--- src/rtl/rv_boot_pkg.sv ---
`default_nettype none
// ============================================================================
// Module : rv_boot_pkg
// Brief  : Shared types and constants for the rv_boot_loader block.
//          RV_BOOT_CHECKSUM_EN adds the S_CHK state.
// Rev    : 1.0 - initial release
// ============================================================================
package rv_boot_pkg;

  localparam int unsigned C_IMEM_DEPTH = 256;

  typedef logic [15:0] len_t;

  typedef enum logic [2:0] {
    S_LEN_LO = 3'd0,
    S_LEN_HI = 3'd1,
    S_DATA   = 3'd2,
`ifdef RV_BOOT_CHECKSUM_EN
    S_CHK    = 3'd3,
`endif
    S_RUN    = 3'd4,
    S_ERR    = 3'd5
  } state_t;

endpackage
`default_nettype wire

--- src/rtl/rv_boot_if.sv ---
`default_nettype none
// ============================================================================
// Module : rv_boot_if
// Brief  : Boot byte stream input plus instruction-memory / core-control outputs.
// Rev    : 1.0 - initial release
// ============================================================================
interface rv_boot_if #(
  parameter int ADDR_W = 8
);
  logic              rx_valid_i;
  logic [7:0]        rx_data_i;
  logic              rx_ready_o;
  logic              imem_we_o;
  logic [ADDR_W-1:0] imem_addr_o;
  logic [31:0]       imem_wdata_o;
  logic              core_reset_o;
  logic              boot_done_o;
  logic              boot_err_o;

  modport master (
    output rx_valid_i, rx_data_i,
    input  rx_ready_o, imem_we_o, imem_addr_o, imem_wdata_o,
           core_reset_o, boot_done_o, boot_err_o
  );

  modport slave (
    input  rx_valid_i, rx_data_i,
    output rx_ready_o, imem_we_o, imem_addr_o, imem_wdata_o,
           core_reset_o, boot_done_o, boot_err_o
  );
endinterface
`default_nettype wire

--- src/rtl/rv_boot_word_asm.sv ---
`default_nettype none
// ============================================================================
// Module : rv_boot_word_asm
// Brief  : Little-endian byte-to-word assembler; pulses o_word_rdy the cycle
//          after the 4th byte, with o_word held until the next completion.
// Rev    : 1.0 - initial release
// ============================================================================
module rv_boot_word_asm (
  input  wire logic        clk,
  input  wire logic        reset,
  input  wire logic        i_valid,
  input  wire logic [7:0]  i_byte,
  output logic      [31:0] o_word,
  output logic             o_word_rdy,
  output logic             o_last_byte
);

  logic [1:0]  r_cnt;
  logic [23:0] r_shift;
  logic [31:0] r_word;
  logic        r_rdy;

  always_ff @(posedge clk or posedge reset) begin
    if (reset) begin
      r_cnt   <= 2'd0;
      r_shift <= 24'd0;
      r_word  <= 32'd0;
      r_rdy   <= 1'b0;
    end else begin
      r_rdy <= 1'b0;
      if (i_valid) begin
        r_cnt <= r_cnt + 2'd1;
        case (r_cnt)
          2'd0: r_shift[7:0]   <= i_byte;
          2'd1: r_shift[15:8]  <= i_byte;
          2'd2: r_shift[23:16] <= i_byte;
          default: begin
            // Separate output register keeps the strobe-cycle word stable
            // while the next word's first byte is already being collected.
            r_word <= {i_byte, r_shift};
            r_rdy  <= 1'b1;
          end
        endcase
      end
    end
  end

  assign o_word      = r_word;
  assign o_word_rdy  = r_rdy;
  assign o_last_byte = (r_cnt == 2'd3);

endmodule
`default_nettype wire

--- src/rtl/rv_boot_loader.sv ---
`default_nettype none
// ============================================================================
// Module : rv_boot_loader
// Brief  : Loads a length-prefixed boot image into IMEM, then releases the core.
//          Define RV_BOOT_CHECKSUM_EN for a trailing mod-256 data checksum.
// Rev    : 1.0 - initial release
// ============================================================================
module rv_boot_loader
  import rv_boot_pkg::*;
#(
  parameter int IMEM_DEPTH = C_IMEM_DEPTH
) (
  input  wire logic clk,
  input  wire logic reset,
  rv_boot_if.slave  bus
);

  localparam int ADDR_W = $clog2(IMEM_DEPTH);

  state_t            r_state;
  state_t            w_state_nxt;
  len_t              r_len;
  logic [ADDR_W-1:0] r_wcnt;
  logic              r_img_full;
  logic              r_rx_ready;
  logic              r_core_reset;
  logic              r_done;
  logic              r_err;

  logic              w_acc;
  logic              w_data_acc;
  len_t              w_len_full;
  logic              w_last_word;
  logic              w_word_rdy;
  logic              w_asm_last;
  logic [31:0]       w_word;

  assign w_acc       = bus.rx_valid_i & r_rx_ready;
  // Once the final data byte is in, a byte seen during the last strobe cycle
  // is not image data (it is the checksum when that feature is built).
  assign w_data_acc  = w_acc & (r_state == S_DATA) & ~r_img_full;
  assign w_len_full  = {bus.rx_data_i, r_len[7:0]};
  assign w_last_word = (len_t'(r_wcnt) == (r_len - 16'd1));

`ifdef RV_BOOT_CHECKSUM_EN
  logic [7:0] r_sum;
  logic       w_sum_ok;

  assign w_sum_ok = (bus.rx_data_i == r_sum);

  always_ff @(posedge clk or posedge reset) begin
    if (reset) begin
      r_sum <= 8'd0;
    end else if (w_data_acc) begin
      r_sum <= r_sum + bus.rx_data_i;
    end
  end
`endif

  rv_boot_word_asm u_word_asm (
    .clk         (clk),
    .reset       (reset),
    .i_valid     (w_data_acc),
    .i_byte      (bus.rx_data_i),
    .o_word      (w_word),
    .o_word_rdy  (w_word_rdy),
    .o_last_byte (w_asm_last)
  );

  always_comb begin
    w_state_nxt = r_state;
    case (r_state)
      S_LEN_LO: begin
        if (w_acc) w_state_nxt = S_LEN_HI;
      end
      S_LEN_HI: begin
        if (w_acc) begin
          if ((w_len_full == '0) || (int'(w_len_full) > IMEM_DEPTH))
            w_state_nxt = S_ERR;
          else
            w_state_nxt = S_DATA;
        end
      end
      S_DATA: begin
        if (w_word_rdy && w_last_word) begin
`ifdef RV_BOOT_CHECKSUM_EN
          if (w_acc)
            w_state_nxt = w_sum_ok ? S_RUN : S_ERR;
          else
            w_state_nxt = S_CHK;
`else
          w_state_nxt = S_RUN;
`endif
        end
      end
`ifdef RV_BOOT_CHECKSUM_EN
      S_CHK: begin
        if (w_acc) w_state_nxt = w_sum_ok ? S_RUN : S_ERR;
      end
`endif
      S_RUN:   w_state_nxt = S_RUN;
      S_ERR:   w_state_nxt = S_ERR;
      default: w_state_nxt = S_ERR;
    endcase
  end

  always_ff @(posedge clk or posedge reset) begin
    if (reset) begin
      r_state      <= S_LEN_LO;
      r_len        <= '0;
      r_wcnt       <= '0;
      r_img_full   <= 1'b0;
      r_rx_ready   <= 1'b0;
      r_core_reset <= 1'b1;
      r_done       <= 1'b0;
      r_err        <= 1'b0;
    end else begin
      r_state <= w_state_nxt;
      if ((r_state == S_LEN_LO) && w_acc) r_len[7:0]  <= bus.rx_data_i;
      if ((r_state == S_LEN_HI) && w_acc) r_len[15:8] <= bus.rx_data_i;
      if (w_word_rdy) r_wcnt <= r_wcnt + 1'b1;
      if (w_data_acc && w_asm_last && w_last_word) r_img_full <= 1'b1;
      // Status outputs follow the next state so they change with the state.
      r_rx_ready   <= (w_state_nxt != S_RUN) && (w_state_nxt != S_ERR);
      r_core_reset <= (w_state_nxt != S_RUN);
      r_done       <= (w_state_nxt == S_RUN);
      r_err        <= (w_state_nxt == S_ERR);
    end
  end

  assign bus.rx_ready_o   = r_rx_ready;
  assign bus.imem_we_o    = w_word_rdy;
  assign bus.imem_addr_o  = r_wcnt;
  assign bus.imem_wdata_o = w_word;
  assign bus.core_reset_o = r_core_reset;
  assign bus.boot_done_o  = r_done;
  assign bus.boot_err_o   = r_err;

endmodule
`default_nettype wire

--- src/flat_wrapper.sv ---
// flat-port wrapper written by rule: the top's interface ports become plain ports
module rv_boot_loader_flat import rv_boot_pkg::*;
#(
  parameter int IMEM_DEPTH = C_IMEM_DEPTH
)
  (clk, reset, bus_rx_valid_i, bus_rx_data_i, bus_rx_ready_o, bus_imem_we_o, bus_imem_addr_o, bus_imem_wdata_o, bus_core_reset_o, bus_boot_done_o, bus_boot_err_o);
  rv_boot_if #(.ADDR_W(8)) bus_i ();
  input  wire logic clk;
  input  wire logic reset;
  input wire logic [$bits(bus_i.rx_valid_i)-1:0] bus_rx_valid_i;
  input wire logic [$bits(bus_i.rx_data_i)-1:0] bus_rx_data_i;
  output wire logic [$bits(bus_i.rx_ready_o)-1:0] bus_rx_ready_o;
  output wire logic [$bits(bus_i.imem_we_o)-1:0] bus_imem_we_o;
  output wire logic [$bits(bus_i.imem_addr_o)-1:0] bus_imem_addr_o;
  output wire logic [$bits(bus_i.imem_wdata_o)-1:0] bus_imem_wdata_o;
  output wire logic [$bits(bus_i.core_reset_o)-1:0] bus_core_reset_o;
  output wire logic [$bits(bus_i.boot_done_o)-1:0] bus_boot_done_o;
  output wire logic [$bits(bus_i.boot_err_o)-1:0] bus_boot_err_o;
  assign bus_i.rx_valid_i = bus_rx_valid_i;
  assign bus_i.rx_data_i = bus_rx_data_i;
  assign bus_rx_ready_o = bus_i.rx_ready_o;
  assign bus_imem_we_o = bus_i.imem_we_o;
  assign bus_imem_addr_o = bus_i.imem_addr_o;
  assign bus_imem_wdata_o = bus_i.imem_wdata_o;
  assign bus_core_reset_o = bus_i.core_reset_o;
  assign bus_boot_done_o = bus_i.boot_done_o;
  assign bus_boot_err_o = bus_i.boot_err_o;
  rv_boot_loader #(.IMEM_DEPTH(IMEM_DEPTH)) u_core (.clk(clk), .reset(reset), .bus(bus_i));
endmodule
--- config.mk ---
export PLATFORM = sky130hd
export DESIGN_NAME = rv_boot_loader_flat
export DESIGN_NICKNAME = d
export VERILOG_FILES = /design/src/rtl/rv_boot_pkg.sv /design/src/rtl/rv_boot_if.sv /design/src/rtl/rv_boot_word_asm.sv /design/src/rtl/rv_boot_loader.sv /design/src/flat_wrapper.sv
export SDC_FILE = /design/constraint.sdc
export NUM_CORES = 1
export LEC_CHECK = 0
export CAP_MARGIN = 5
export CORE_AREA = 5 5 156 83
export CTS_CLUSTER_SIZE = 28
export DETAILED_ROUTE_END_ITERATION = 6
export DIE_AREA = 0 0 161 88
export PLACE_DENSITY_LB_ADDON = 0.08
export SKIP_LAST_GASP = 1
export SLEW_MARGIN = 20
export SYNTH_ARGS = -nofsm -noshare
export SYNTH_HDL_FRONTEND = slang
export SYNTH_SLANG_ARGS = --single-unit
--- constraint.sdc ---
create_clock -name clk -period 3.6 [get_ports clk]
set_clock_uncertainty 0.15 [all_clocks]
set_input_delay 0.54 -clock clk [delete_from_list [all_inputs] [get_ports clk]]
set_output_delay 0.54 -clock clk [all_outputs]
set_load 0.05 [all_outputs]
==> impl_metrics.toml <==
[clock_tree]
clockBufferDepth = 2
path_clk_slew_ps = 70
cts_max_level = 3
hold_buffers = 0
clock-sinks = 91
clk_latency_ps = 340
cts_setup_buffers = 0
cts_buffers = 9
cts_tree = "yes"
cts_root_buffer = "clkbuf_16"
cts_resized = 0

[final_layout]
layout_commonest_cell = "dfrtp_1"
final_cell_mix = "dfrtp_1, mux2_2, clkdlybuf4s50_1"
antenna_cells = 0
syn_to_final_growth_pct = 27.5
drive_gt1_share_pct = 27.8
nets = 380

[timing]
hold_viol_final = 0
fin_ws_ps = 744
max_freq_mhz = 350
tightest_slew_ps = 597
rsz0062_at_grt = "no"
setup_viol = 0
drv_slew = 0
setup_tns_ps = 0
slew_headroom_pct = 60.1
period_needed_ps = 2860
min_period_over_period_pct = 79.3

[synth]
yosysWarnings = 0
synth_ff_type = "dfrtp_1"
seq_area_frac_synth_pct = 57.9
synth_top_cells_by_area = "dfrtp_1, mux2_2, xnor2_1"
postSynthCellCount = 293
synth_top_area_share_pct = 57.3
mappedNetlistArea_um2 = 3930
synth.avg_cell_area_um2 = 13.4
ys_types = 43
synth_fp_nets = 311
async_flop_share_pct = 100
synth_edf_count = 0
synth_seq_cells = 91
yosysTopAreaCell = "dfrtp_1"

[global_route]
overflow = 0
grt_pass1_wl_mm = 15.0
grt_pass1_vias = 2614
grt.total_usage_pct = 13.8
grt_max_degree = 92
antenna_found_initial = 0

[die]
die_w_um = 161
fp.dieH_um = 88
core-area_um2 = 11500
pin_count = 56
start_util_pct = 34.2
die-area_um2 = 14200
rows = 28

[hold_path]
holdPathStages = 1
hold_class = "reg2reg"
worstHoldEndpoint = "u_core.r_img_full"
hold_start = "u_core.r_img_full"

[critical_path]
slowest_stage = "or4b_1"
cp.required_ps = 3720
cp.arrival_ps = 2980
path_cells = "inv_1 -> ha_1 -> or3b_1 -> or4b_1 -> a21oi_1 -> o21ai_1 -> nor4_4 -> a41o_1"
start_kind = "flop"
rrSetupSlack_ps = 740
path_max_fanout = 7
end_kind = "flop"
crit_family = "simple AND/OR/NAND/NOR gates"
reg2reg_depth = 8
reg2reg_to = "u_core.bus.boot_done_o"
slowest_delay_ps = 490
crit_type = "reg2reg"
rr_startpoint = "u_core.r_len[0]"
cp.buffers_inverters = 1

[power_and_ir_drop]
p_sw_mw = 1.72
comb_power_share_pct = 42.2
p_int_mw = 2.64
p_sw_share_pct = 39.5
clkPwrFrac_pct = 20.6
power_density_nw_per_um2 = 868
p_leak_nw = 2.21
p_total_mw = 4.35
ir_drop_v = 0.000427
power_frac_seq_pct = 37.2

[placement]
detailed_place_hpwl_mm = 6.58
io_buffers = 55
dp_slack_ps = 718
gp_congestion = 0.809

[route]
wl_mm = 9.30
drc = 0
post_drt_wl_per_cell_um = 18.0
dr.pass1.iters = 4
drtAntennaViolNets = 0
route.vias.total = 2556
drt_iter0_markers = 110
viasPerCell = 4.94

[job]
cap_violations = 0

[status]
status = "complete, no violations"
-- cells in the mapped netlist, drive strengths merged (2+ instances only) --
master   n
a21boi   2
a21oi    3
a31oi    4
a41o     2
and2     4
buf      4
clkbuf   2
dfrtp   90
ha       7
inv     10
mux2    72
nand2   15
nand2b   3
nand3    5
nand3b   2
nand4    4
nor2     8
nor3     5
nor4     6
o21ai    9
or3      2
or4      4
xnor2   12
xor2     5
-- kinds of logic (layout without fill, tap and decap cells) --
logic type / after synthesis / in the layout / synth area share (%)
flops: 91 / 91 / 57.9
mux: 73 / 73 / 20.9
simple gates: 62 / 62 / 9.06
compound gates: 27 / 27 / 4.58
xor+xnor: 17 / 17 / 3.78
buf+inv: 16 / 90 / 1.56
fa+ha+maj: 7 / 7 / 2.23
-- layer usage --
layer	global-route usage [%]	vias up	share of wire, %	routed length [um]
li1	-	1203	-	-
met1	21.4	1289	56	5180
met2	18.2	58	37	3470
met3	4.56	6	6.2	577
met4	3.48	0	0.71	66
met5	0	-	0	0
-- sequential cells by signal (all words and copies together), names as in the netlist, 2 cells and up --
name                       count
u_core.r_len                  16
u_core.u_word_asm.r_shift     24
u_core.u_word_asm.r_cnt        2
u_core.u_word_asm.o_word      32
u_core.bus.imem_addr_o         8
u_core.r_state                 3
-- area by class of cell --
| class | instances | area, um2 |
|---|---|---|
| flip-flops and latches | 91 | 2280 |
| clock inverters | 3 | 21.3 |
| inverters | 10 | 38.8 |
| repair buffers | 64 | 631 |
| well taps | 150 | 188 |
| fillers | 1086 | 6470 |
| multi-input cells | 186 | 1600 |
| clock buffers | 13 | 260 |
-- worst max path at each step --
stage | end | from | cells after the start | slack, ps
2_1_floorplan | u_core.bus.boot_done_o | reset | 1 | 550
3_3_place_gp | u_core.bus.boot_done_o | u_core.r_len[0] | 8 | 810
3_5_place_dp | u_core.r_state[2] | bus_rx_data_i[7] | 7 | 720
4_1_cts | u_core.r_img_full | u_core.r_len[0] | 8 | 730
5_1_grt | u_core.bus.core_reset_o | u_core.r_len[0] | 8 | 570
6_report | u_core.bus.boot_done_o | u_core.r_len[0] | 8 | 740
-- stage by stage --
step	utilization (%)	hold slack, ps	instance area (um2)	std cells
finish	43.7	341	5020	517
global route	43.7	370	5020	517
CTS	43.7	346	5020	517
detailed placement	41.2	332	4740	501
global placement	41.2	326	4740	501
floorplan	-	307	3930	293
-- power by group through the flow --
stage | registers, mW | logic (mW) | clock network (mW)
5_1_grt | 1.67 | 1.94 | 0.961
6_report | 1.62 | 1.84 | 0.898
3_3_place_gp | 1.63 | 1.84 | 0
2_1_floorplan | 2.31 | 0.546 | 0
4_1_cts | 1.62 | 1.86 | 0.920
3_5_place_dp | 1.64 | 1.85 | 0
(Power assumes the default switching activity.)
